--- src/rtl/dmem_responder_pkg.sv ---
// Shared types and constants for the data-memory responder slice.
package dmem_pkg;

  typedef enum logic [1:0] {
    IDLE   = 2'd0,
    ACCESS = 2'd1,
    WAIT   = 2'd2,
    RESP   = 2'd3
  } dmem_state_e;

  localparam int WAIT_CNT_W = 4;
  localparam int WORD_BYTES = 4;
  localparam logic [1:0] MISALIGN_MASK = 2'b11;

  function automatic logic misaligned(input logic [1:0] lsb);
    return (lsb & MISALIGN_MASK) != 2'b00;
  endfunction

endpackage

--- src/rtl/dmem_responder_if.sv ---
// Processor data-port bundle between the core (master) and the responder (slave).
interface dmem_if;
  logic        Req;
  logic        MemWrite;
  logic [31:0] DataAdr;
  logic [31:0] WriteData;
  logic [31:0] ReadData;
  logic        Ready;
  logic        Err;

  modport master (output Req, MemWrite, DataAdr, WriteData,
                  input  ReadData, Ready, Err);
  modport slave  (input  Req, MemWrite, DataAdr, WriteData,
                  output ReadData, Ready, Err);
endinterface

--- src/rtl/dmem_responder_ram.sv ---
// Single-port word RAM, synchronous write, registered read (read-before-write).
module dmem_ram #(
  parameter int ADDR_WIDTH = 6
) (
  input  logic                  clk,
  input  logic                  we,
  input  logic [ADDR_WIDTH-1:0] addr,
  input  logic [31:0]           wd,
  output logic [31:0]           rd
);
  logic [31:0] mem [2**ADDR_WIDTH];

  always_ff @(posedge clk) begin
    if (we) mem[addr] <= wd;
    rd <= mem[addr];
  end
endmodule

--- src/rtl/dmem_responder.sv ---
// Data-memory responder: latches a transfer, waits WAIT_STATES cycles, accesses RAM, pulses Ready.
module dmem_responder
  import dmem_pkg::*;
#(
  parameter int ADDR_WIDTH  = 6,
  parameter int WAIT_STATES = 1
) (
  input  logic  clk,
  input  logic  reset,
  dmem_if.slave bus
);
  localparam logic [1:0] ST_IDLE   = 2'(IDLE);
  localparam logic [1:0] ST_WAIT   = 2'(WAIT);
  localparam logic [1:0] ST_ACCESS = 2'(ACCESS);
  localparam logic [1:0] ST_RESP   = 2'(RESP);
  localparam int OFS = $clog2(WORD_BYTES);

  logic [1:0]            state;
  logic [WAIT_CNT_W-1:0] cnt;
  logic                  we_q, mis_q;
  logic [ADDR_WIDTH-1:0] idx_q;
  logic [31:0]           wd_q;
  logic                  ready_q, err_q, rdsel_q;
  logic [31:0]           rdata_q, rdata_mux, ram_rd;
  logic                  ram_we;

  // Address bits above the word index alias and are intentionally dropped.
  logic unused_adr;
  assign unused_adr = ^{bus.DataAdr[31:ADDR_WIDTH+OFS]};

  always_ff @(posedge clk or negedge reset) begin
    if (!reset) begin
      state   <= ST_IDLE;
      cnt     <= '0;
      we_q    <= 1'b0;
      mis_q   <= 1'b0;
      idx_q   <= '0;
      wd_q    <= '0;
      ready_q <= 1'b0;
      err_q   <= 1'b0;
      rdsel_q <= 1'b0;
      rdata_q <= '0;
    end else begin
      ready_q <= 1'b0;
      err_q   <= 1'b0;
      rdsel_q <= 1'b0;
      case (state)
        ST_IDLE: if (bus.Req) begin
          we_q  <= bus.MemWrite;
          mis_q <= misaligned(bus.DataAdr[1:0]);
          idx_q <= bus.DataAdr[ADDR_WIDTH+OFS-1:OFS];
          wd_q  <= bus.WriteData;
          cnt   <= WAIT_CNT_W'(WAIT_STATES);
          state <= (WAIT_STATES != 0) ? ST_WAIT : ST_ACCESS;
        end
        ST_WAIT: begin
          cnt <= cnt - WAIT_CNT_W'(1);
          if (cnt == WAIT_CNT_W'(1)) state <= ST_ACCESS;
        end
        ST_ACCESS: begin
          state   <= ST_RESP;
          ready_q <= 1'b1;
          err_q   <= mis_q;
          rdsel_q <= !we_q && !mis_q;
        end
        ST_RESP: begin
          state   <= ST_IDLE;
          rdata_q <= rdata_mux;
        end
        default: state <= ST_IDLE;
      endcase
    end
  end

  // RAM word is only presented during a good read's RESP; otherwise hold or force zero.
  assign rdata_mux = rdsel_q ? ram_rd : (err_q ? 32'h0 : rdata_q);
  assign ram_we    = (state == ST_ACCESS) && we_q && !mis_q;

  dmem_ram #(.ADDR_WIDTH(ADDR_WIDTH)) u_ram (
    .clk  (clk),
    .we   (ram_we),
    .addr (idx_q),
    .wd   (wd_q),
    .rd   (ram_rd)
  );

  assign bus.ReadData = rdata_mux;
  assign bus.Ready    = ready_q;
  assign bus.Err      = err_q;
endmodule

--- src/flat_wrapper.sv ---
// flat-port wrapper written by rule: the top's interface ports become plain ports
module dmem_responder_flat import dmem_pkg::*;
#(
  parameter int ADDR_WIDTH  = 6,
  parameter int WAIT_STATES = 1
)
  (clk, reset, bus_Req, bus_MemWrite, bus_DataAdr, bus_WriteData, bus_ReadData, bus_Ready, bus_Err);
  dmem_if bus_i ();
  input  logic clk;
  input  logic reset;
  input wire logic [$bits(bus_i.Req)-1:0] bus_Req;
  input wire logic [$bits(bus_i.MemWrite)-1:0] bus_MemWrite;
  input wire logic [$bits(bus_i.DataAdr)-1:0] bus_DataAdr;
  input wire logic [$bits(bus_i.WriteData)-1:0] bus_WriteData;
  output wire logic [$bits(bus_i.ReadData)-1:0] bus_ReadData;
  output wire logic [$bits(bus_i.Ready)-1:0] bus_Ready;
  output wire logic [$bits(bus_i.Err)-1:0] bus_Err;
  assign bus_i.Req = bus_Req;
  assign bus_i.MemWrite = bus_MemWrite;
  assign bus_i.DataAdr = bus_DataAdr;
  assign bus_i.WriteData = bus_WriteData;
  assign bus_ReadData = bus_i.ReadData;
  assign bus_Ready = bus_i.Ready;
  assign bus_Err = bus_i.Err;
  dmem_responder #(.ADDR_WIDTH(ADDR_WIDTH), .WAIT_STATES(WAIT_STATES)) u_core (.clk(clk), .reset(reset), .bus(bus_i));
endmodule
--- config.mk ---
export PLATFORM = sky130hd
export DESIGN_NAME = dmem_responder_flat
export DESIGN_NICKNAME = d
export VERILOG_FILES = /design/src/rtl/dmem_responder_pkg.sv /design/src/rtl/dmem_responder_if.sv /design/src/rtl/dmem_responder_ram.sv /design/src/rtl/dmem_responder.sv /design/src/flat_wrapper.sv
export SDC_FILE = /design/constraint.sdc
export NUM_CORES = 2
export LEC_CHECK = 0
export ABC_AREA = 1
export BUFFER_PORTS_ARGS = -buffer_cell sky130_fd_sc_hd__buf_4
export CORE_ASPECT_RATIO = 0.9
export CORE_UTILIZATION = 55
export DETAILED_ROUTE_END_ITERATION = 6
export GPL_TIMING_DRIVEN = 0
export HOLD_SLACK_MARGIN = 0.03
export PLACE_DENSITY_LB_ADDON = 0.2
export SLEW_MARGIN = 20
export SYNTH_ARGS = -nofsm -noshare
export SYNTH_HDL_FRONTEND = slang
export SYNTH_SLANG_ARGS = --single-unit
export TNS_END_PERCENT = 50
--- constraint.sdc ---
create_clock -name clk -period 5 [get_ports clk]
set_input_delay 0.25 -clock clk [delete_from_list [all_inputs] [get_ports clk]]
set_output_delay 0.25 -clock clk [all_outputs]
set_load 0.005 [all_outputs]
# [After elaboration in Yosys (flattened, before gate mapping)]
# Memories as Yosys holds them, arrays and structs flattened. A register that Yosys moved wholly into a read port is not among the register bits.
# Cells that the tools add are included.
[op_classes] n_reduce_logical=11 n_eq_ne=6 mux=12 add_sub_neg=1
[op_table] cell="$mux W32" count=2
[op_table] cell="$pmux W2 S4" count=1
[op_table] cell="$pmux W4 S2" count=1
[op_table] cell="$reduce_and A2 Y1" count=3
[op_table] cell="$mux W1" count=5
[op_table] cell="$eq A2 B2 Y1 const B" count=2
[op_table] cell="$eq A4 B1 Y1 const B" count=1
[op_table] cell="$mux W2" count=2
[op_table] cell="$mux W4" count=1
[op_table] cell="$reduce_bool A2 Y1" count=2
[op_table] cell="$sub A4 B1 Y4 const B" count=1
[op_table] cell="$logic_and A1 B1 Y1" count=3
[op_table] cell="$eq A2 B1 Y1 const B" count=1
[op_table] cell="$logic_not A1 Y1" count=2
[op_table] cell="$logic_not A2 Y1" count=1
[op_table] cell="$ne A2 B1 Y1 const B" count=1
[op_table] cell="$ne A2 B2 Y1 const B" count=1
[totals] mem_count=1 input_bits=68 mem_bits_rw=2048 word_cells=41 ff_bits=81
[mem_list] name="u_core.u_ram.mem" depth=64 width=32 read_ports=1 rd_ports_with_merged_regs=1 wr=1 line="dmem_responder_ram.sv:11" rtl="logic [31:0] mem [2**ADDR_WIDTH];"

# [Longest topological paths before layout]
[logic_depth] word_depth=5 depth_mapped=15

# [Modules after synthesis]
# A second synthesis with hierarchy kept.
[unflattened] hier_cells=8878 hier_area_um2=90139.0
[by_module_without_submodules] module="dmem_ram" area_each_um2=86503.0 seq_area_each_um2=62139.6 instances=1 cells_each=8440
[by_module_without_submodules] module="dmem_responder" area_each_um2=3636.0 seq_area_each_um2=2026.9 instances=1 cells_each=438

# [Worst setup path after synthesis]
# OpenSTA, ideal clock, no wires.
[synth_path] path_kind="reg2reg" start="register u_core.idx_q[1]" end="memory u_core.u_ram.mem[41][0], enable pin" synth_period_minus_slack_ps=4665 slack_ps=335 n_path_buf=2 t_arrival_ps=4163 stages_incl_launch_ff=6 cell_sequence="dfrtp_1 -> buf_2 -> buf_2 -> nor2_1 -> inv_1 -> nor4_1"
[synth_lines] item="from (decl)" line="dmem_responder.sv:21" rtl="logic [ADDR_WIDTH-1:0] idx_q;"
[synth_lines] item="from (signal assigned)" line="dmem_responder.sv:51" rtl="idx_q <= bus.DataAdr[ADDR_WIDTH+OFS-1:OFS];"
[synth_lines] item="to (decl)" line="dmem_responder_ram.sv:11"
# No word-level cell before the write port.

# [Final worst setup path]
[layout_path] start="register u_core.idx_q[1]" end="memory u_core.u_ram.mem[52][19], enable pin"
# No word-level cell before the write port.

==> Flow_metrics.wiki <==
{| class="wikitable"
! Metric !! Value
|-
| Net count reported at finish || 9,386
|-
| Share of synthesized area spent on multiplexers || 0%
|-
| Detailed router's first-iteration violation count || ~9,000
|-
| Post-CTS sizing || 0
|-
| Final min period || roughly 4.4 ns
|-
| Post-Route Utilization || 63.8%
|-
| Largest family of logic cells by synthesized area || simple AND/OR/NAND/NOR gates
|-
| Library cells used by synthesis || 25
|-
| Post-CTS repair timing setup buffer count || 0
|-
| Critical Path RT || around 5.5 ns
|-
| HPWL Detailed || about 200 mm
|-
| Residual overflow from global routing || 0
|-
| Clock sink count || ~2,200
|-
| Top-level I/O count || around 100
|-
| Syn Inst Count || about 8,900
|-
| Tightest Pin Transition || roughly 1.2 ns
|-
| Critical Path Sink Type || flip-flop
|-
| Leakage || between 40 and 50 nW
|-
| Starting density of the core || a little under three fifths
|-
| Worst-path maximum fanout || 18
|-
| Overall die height || 386 um
|-
| Final cycle utilization of the critical path || 88.8%
|-
| Complex-gate fraction of the synthesized area || less than 1%
|-
| Number of hold buffers added after CTS || 46
|-
| Final Instance Count excl. Fillers || between 10,000 and 15,000
|-
| Final number of setup-violating endpoints || 0
|-
| Crit path setup slack, layout || roughly 0.56 ns
|-
| Post-detailed-routing wire length || approximately 280 mm
|-
| Filler Cells Inserted || around 13,000
|-
| Number of buffers inserted by port buffering || 77
|-
| Netlist area before placement || roughly 90,000 um2
|-
| Post-Place Worst Slack || slightly above 0.7 ns
|-
| Worst min-delay path category || input pin to asynchronous set/reset pin
|-
| Post-Place Cells || about 11,000
|-
| Total routing usage reported by global routing || between 30% and 40%
|-
| Total Neg Setup Slack || 0 ns
|-
| Final instance area || a little over 100,000 um2
|-
| Final hold viol count || 0
|-
| Number of search-and-repair iterations in the first detailed-routing pass || 6
|-
| Mean Syn Cell Area || between 10 and 15 um2
|-
| Fraction of synthesized cell area taken by the top area cell type || 68.3%
|-
| Flip-flop and latch count after synthesis || 2,161
|-
| TritonCTS clock tree || done
|-
| Maximum VDD drop || roughly 0.00061 V
|-
| DRC violation count after routing || 0
|-
| Number of buffers between clock root and the deepest sink || 3
|-
| Startpoint kind of the worst setup timing path || flip-flop
|-
| Fraction of the yosys area taken by sequential cells || 71.3%
|-
| YS warnings || 0
|-
| Fin Clk Skew || 0.0393 ns
|-
| Num CTS Buffers || 211
|-
| Total via count after detailed routing || around 65,000
|-
| Horizontal extent of the die || between 400 and 500 um
|-
| Category of the most critical setup path || flip-flop to flip-flop
|-
| Share of final-layout standard cells stronger than drive strength 1 || a little under a tenth
|-
| Detailed-route vias per instance || between 5 and 6
|-
| Max Cap Violations || 0
|-
| Upper clock frequency limit || between 200 and 250 MHz
|-
| Worst slew margin relative to its limit || 16.6%
|-
| Full die area || 165,000 um2
|-
| Number of nets produced by synthesis || 8,937
|-
| Core outline area || around 160,000 um2
|-
| Area of placed instances || 96,300 um2
|-
| Simple-gate portion of the synthesized area || between 20% and 30%
|-
| WL/cell || 24.5 um
|-
| Skew-Pair Late Insertion Delay || 0.85 ns
|-
| Worst r2r src || u_core.idx_q[1]$_DFFE_PN0P_
|-
| Signed area change from the synthesized netlist to the final layout || 14.9%
|-
| Xor and xnor area share after synthesis || 0%
|-
| Maximum number of pins on one net before global-route repair || 82
|-
| Global placement routability congestion || 0.970
|-
| RSZ-0062 raised after global routing || no
|-
| Result of the run || finished, final reports clean
|-
| Wire length of the first global-routing pass || slightly above 400 mm
|-
| Htree depth || 4
|-
| Vias in the first global route || about 61,000
|-
| Source of the critical timing path || u_core.idx_q[1]$_DFFE_PN0P_
|-
| Cell row count || 140
|-
| Post-synth top area cell || sky130_fd_sc_hd__edfxtp_1
|-
| Clock Root Buffer || sky130_fd_sc_hd__clkbuf_16
|-
| Antenna violations before repair || 19
|-
| P per Cell Area || 608 nW/um2
|-
| Synth top area cells || sky130_fd_sc_hd__edfxtp_1 68%, sky130_fd_sc_hd__nand2_1 25%, sky130_fd_sc_hd__dfrtp_1 2.3%
|-
| Max-slew violation count || 0
|-
| Fraction of the mapped netlist area in adder cells || less than 1%
|-
| Clock slew seen by the registers of the worst setup and hold paths || ~0.06 ns
|-
| Remaining antenna violation count || 0
|-
| Worst EP arrival || between 4 and 5 ns
|}
## metal layers
layer  up-vias  global-route usage [%]  routed length (um)
li1      29500                       -                   -
met1     31000                    47.4              111000
met2      3724                    52.2              125000
met3       672                    6.01               30800
met4         2                    18.8               17700
met5         -                       0                  13
## critical path, stage by stage, from the launching register on
cell and delay, ns:
sky130_fd_sc_hd__dfrtp_1 0.37, sky130_fd_sc_hd__buf_2 0.18, sky130_fd_sc_hd__buf_2 0.36, sky130_fd_sc_hd__buf_2 0.44
sky130_fd_sc_hd__nor2_1 0.52, sky130_fd_sc_hd__nand3_1 0.96, sky130_fd_sc_hd__nor2_4 0.98, sky130_fd_sc_hd__buf_16 0.25
## cell usage in the layout, fill, tap and decap left out, types with 48 or more instances in the layout
cell / n
sky130_fd_sc_hd__dfrtp_1: 49
sky130_fd_sc_hd__edfxtp_1: 2048
sky130_fd_sc_hd__o21ai_0: 80
sky130_fd_sc_hd__nor2_4: 62
sky130_fd_sc_hd__nor2_1: 76
sky130_fd_sc_hd__buf_12: 51
sky130_fd_sc_hd__clkbuf_1: 197
sky130_fd_sc_hd__inv_1: 65
sky130_fd_sc_hd__nand2_1: 5905
sky130_fd_sc_hd__buf_2: 268
sky130_fd_sc_hd__clkbuf_16: 216
sky130_fd_sc_hd__buf_4: 86
sky130_fd_sc_hd__buf_16: 48
## registers in the layout, indices dropped and copies added, names as in the netlist, 2 cells and up
name and flops:
u_core.state 2, u_core.idx_q 6, u_core.u_ram.mem 2048, u_core.cnt 4
u_core.wd_q 32, u_core.rdata_q 32, u_core.u_ram.rd 32
## synthesized netlist by cell type
library cell / instances
sky130_fd_sc_hd__nand4_1: 3
sky130_fd_sc_hd__inv_2: 10
sky130_fd_sc_hd__o21ai_0: 82
sky130_fd_sc_hd__nor2_2: 1
sky130_fd_sc_hd__nor2_1: 138
sky130_fd_sc_hd__dfxtp_1: 32
sky130_fd_sc_hd__nand2_1: 5905
sky130_fd_sc_hd__inv_1: 65
sky130_fd_sc_hd__buf_1: 28
sky130_fd_sc_hd__buf_6: 4
sky130_fd_sc_hd__or2_1: 1
sky130_fd_sc_hd__nand3_1: 15
sky130_fd_sc_hd__o211ai_1: 5
sky130_fd_sc_hd__a21oi_1: 2
sky130_fd_sc_hd__dfrtp_1: 81
sky130_fd_sc_hd__o21ai_1: 3
sky130_fd_sc_hd__clkbuf_1: 146
sky130_fd_sc_hd__edfxtp_1: 2048
sky130_fd_sc_hd__ha_1: 7
sky130_fd_sc_hd__nor4_1: 2
sky130_fd_sc_hd__buf_4: 9
sky130_fd_sc_hd__o22ai_1: 3
sky130_fd_sc_hd__buf_2: 258
sky130_fd_sc_hd__or2_2: 6
sky130_fd_sc_hd__nor3_2: 8
## per-stage QoR
stage	hold slack (ns)	power, mW
2_1_floorplan	-0.0456	35.9
3_5_place_dp	0.417	46.8
4_1_cts	0.0974	62.2
5_1_grt	0.151	65.2
3_3_place_gp	0.445	45.8
6_report	0.0798	62.9
## final cells by class
cell class	count	area, um2	share of cell area (%)
sequential	2161	64300	62.2
multi-input combinational	6181	24000	23.2
clock buffer	285	5760	5.57
timing repair buffer	236	3490	3.37
tap	2130	2670	2.58
buffer	445	2070	2.00
clock inverter	101	887	0.858
inverter	75	282	0.272
antenna	7	17.5	0.0169
## worst paths after layout
| path | endpoint | slack (ns) | depth (start not counted) |
|---|---|---|---|
| hold reg to reg | u_core.rdsel_q$_DFF_PN0_ | 0.48 | 1 |
| setup / recovery | u_core.u_ram.mem[52][19]$_DFFE_PP_ | 0.56 | 7 |
| max in group asynchronous | u_core.wd_q[7]$_DFFE_PN0P_ | 4.14 | 2 |
| min in group clk | u_core.wd_q[18]$_DFFE_PN0P_ | 0.17 | 4 |
| setup reg to reg | u_core.u_ram.mem[52][19]$_DFFE_PP_ | 0.56 | 7 |
| hold / removal | u_core.idx_q[1]$_DFFE_PN0P_ | 0.08 | 2 |
## logic make-up after synthesis
family / Yosys count
adder cells (fa/ha/maj): 7
AO/OA/AOI/OAI: 95
buffers and inverters: 520
AND/OR/NAND/NOR: 6079
flip-flops: 2161
## report_power, final
group	leakage, nW	internal, mW	total (mW)	switching, mW
Combinational	20.6	5.51	23.1	17.5
Sequential	19.9	22.7	24.2	1.52
Clock	3.23	8.73	15.6	6.87
Total	43.7	36.9	62.9	25.9
Note: power is estimated with default switching activity, not from simulation.
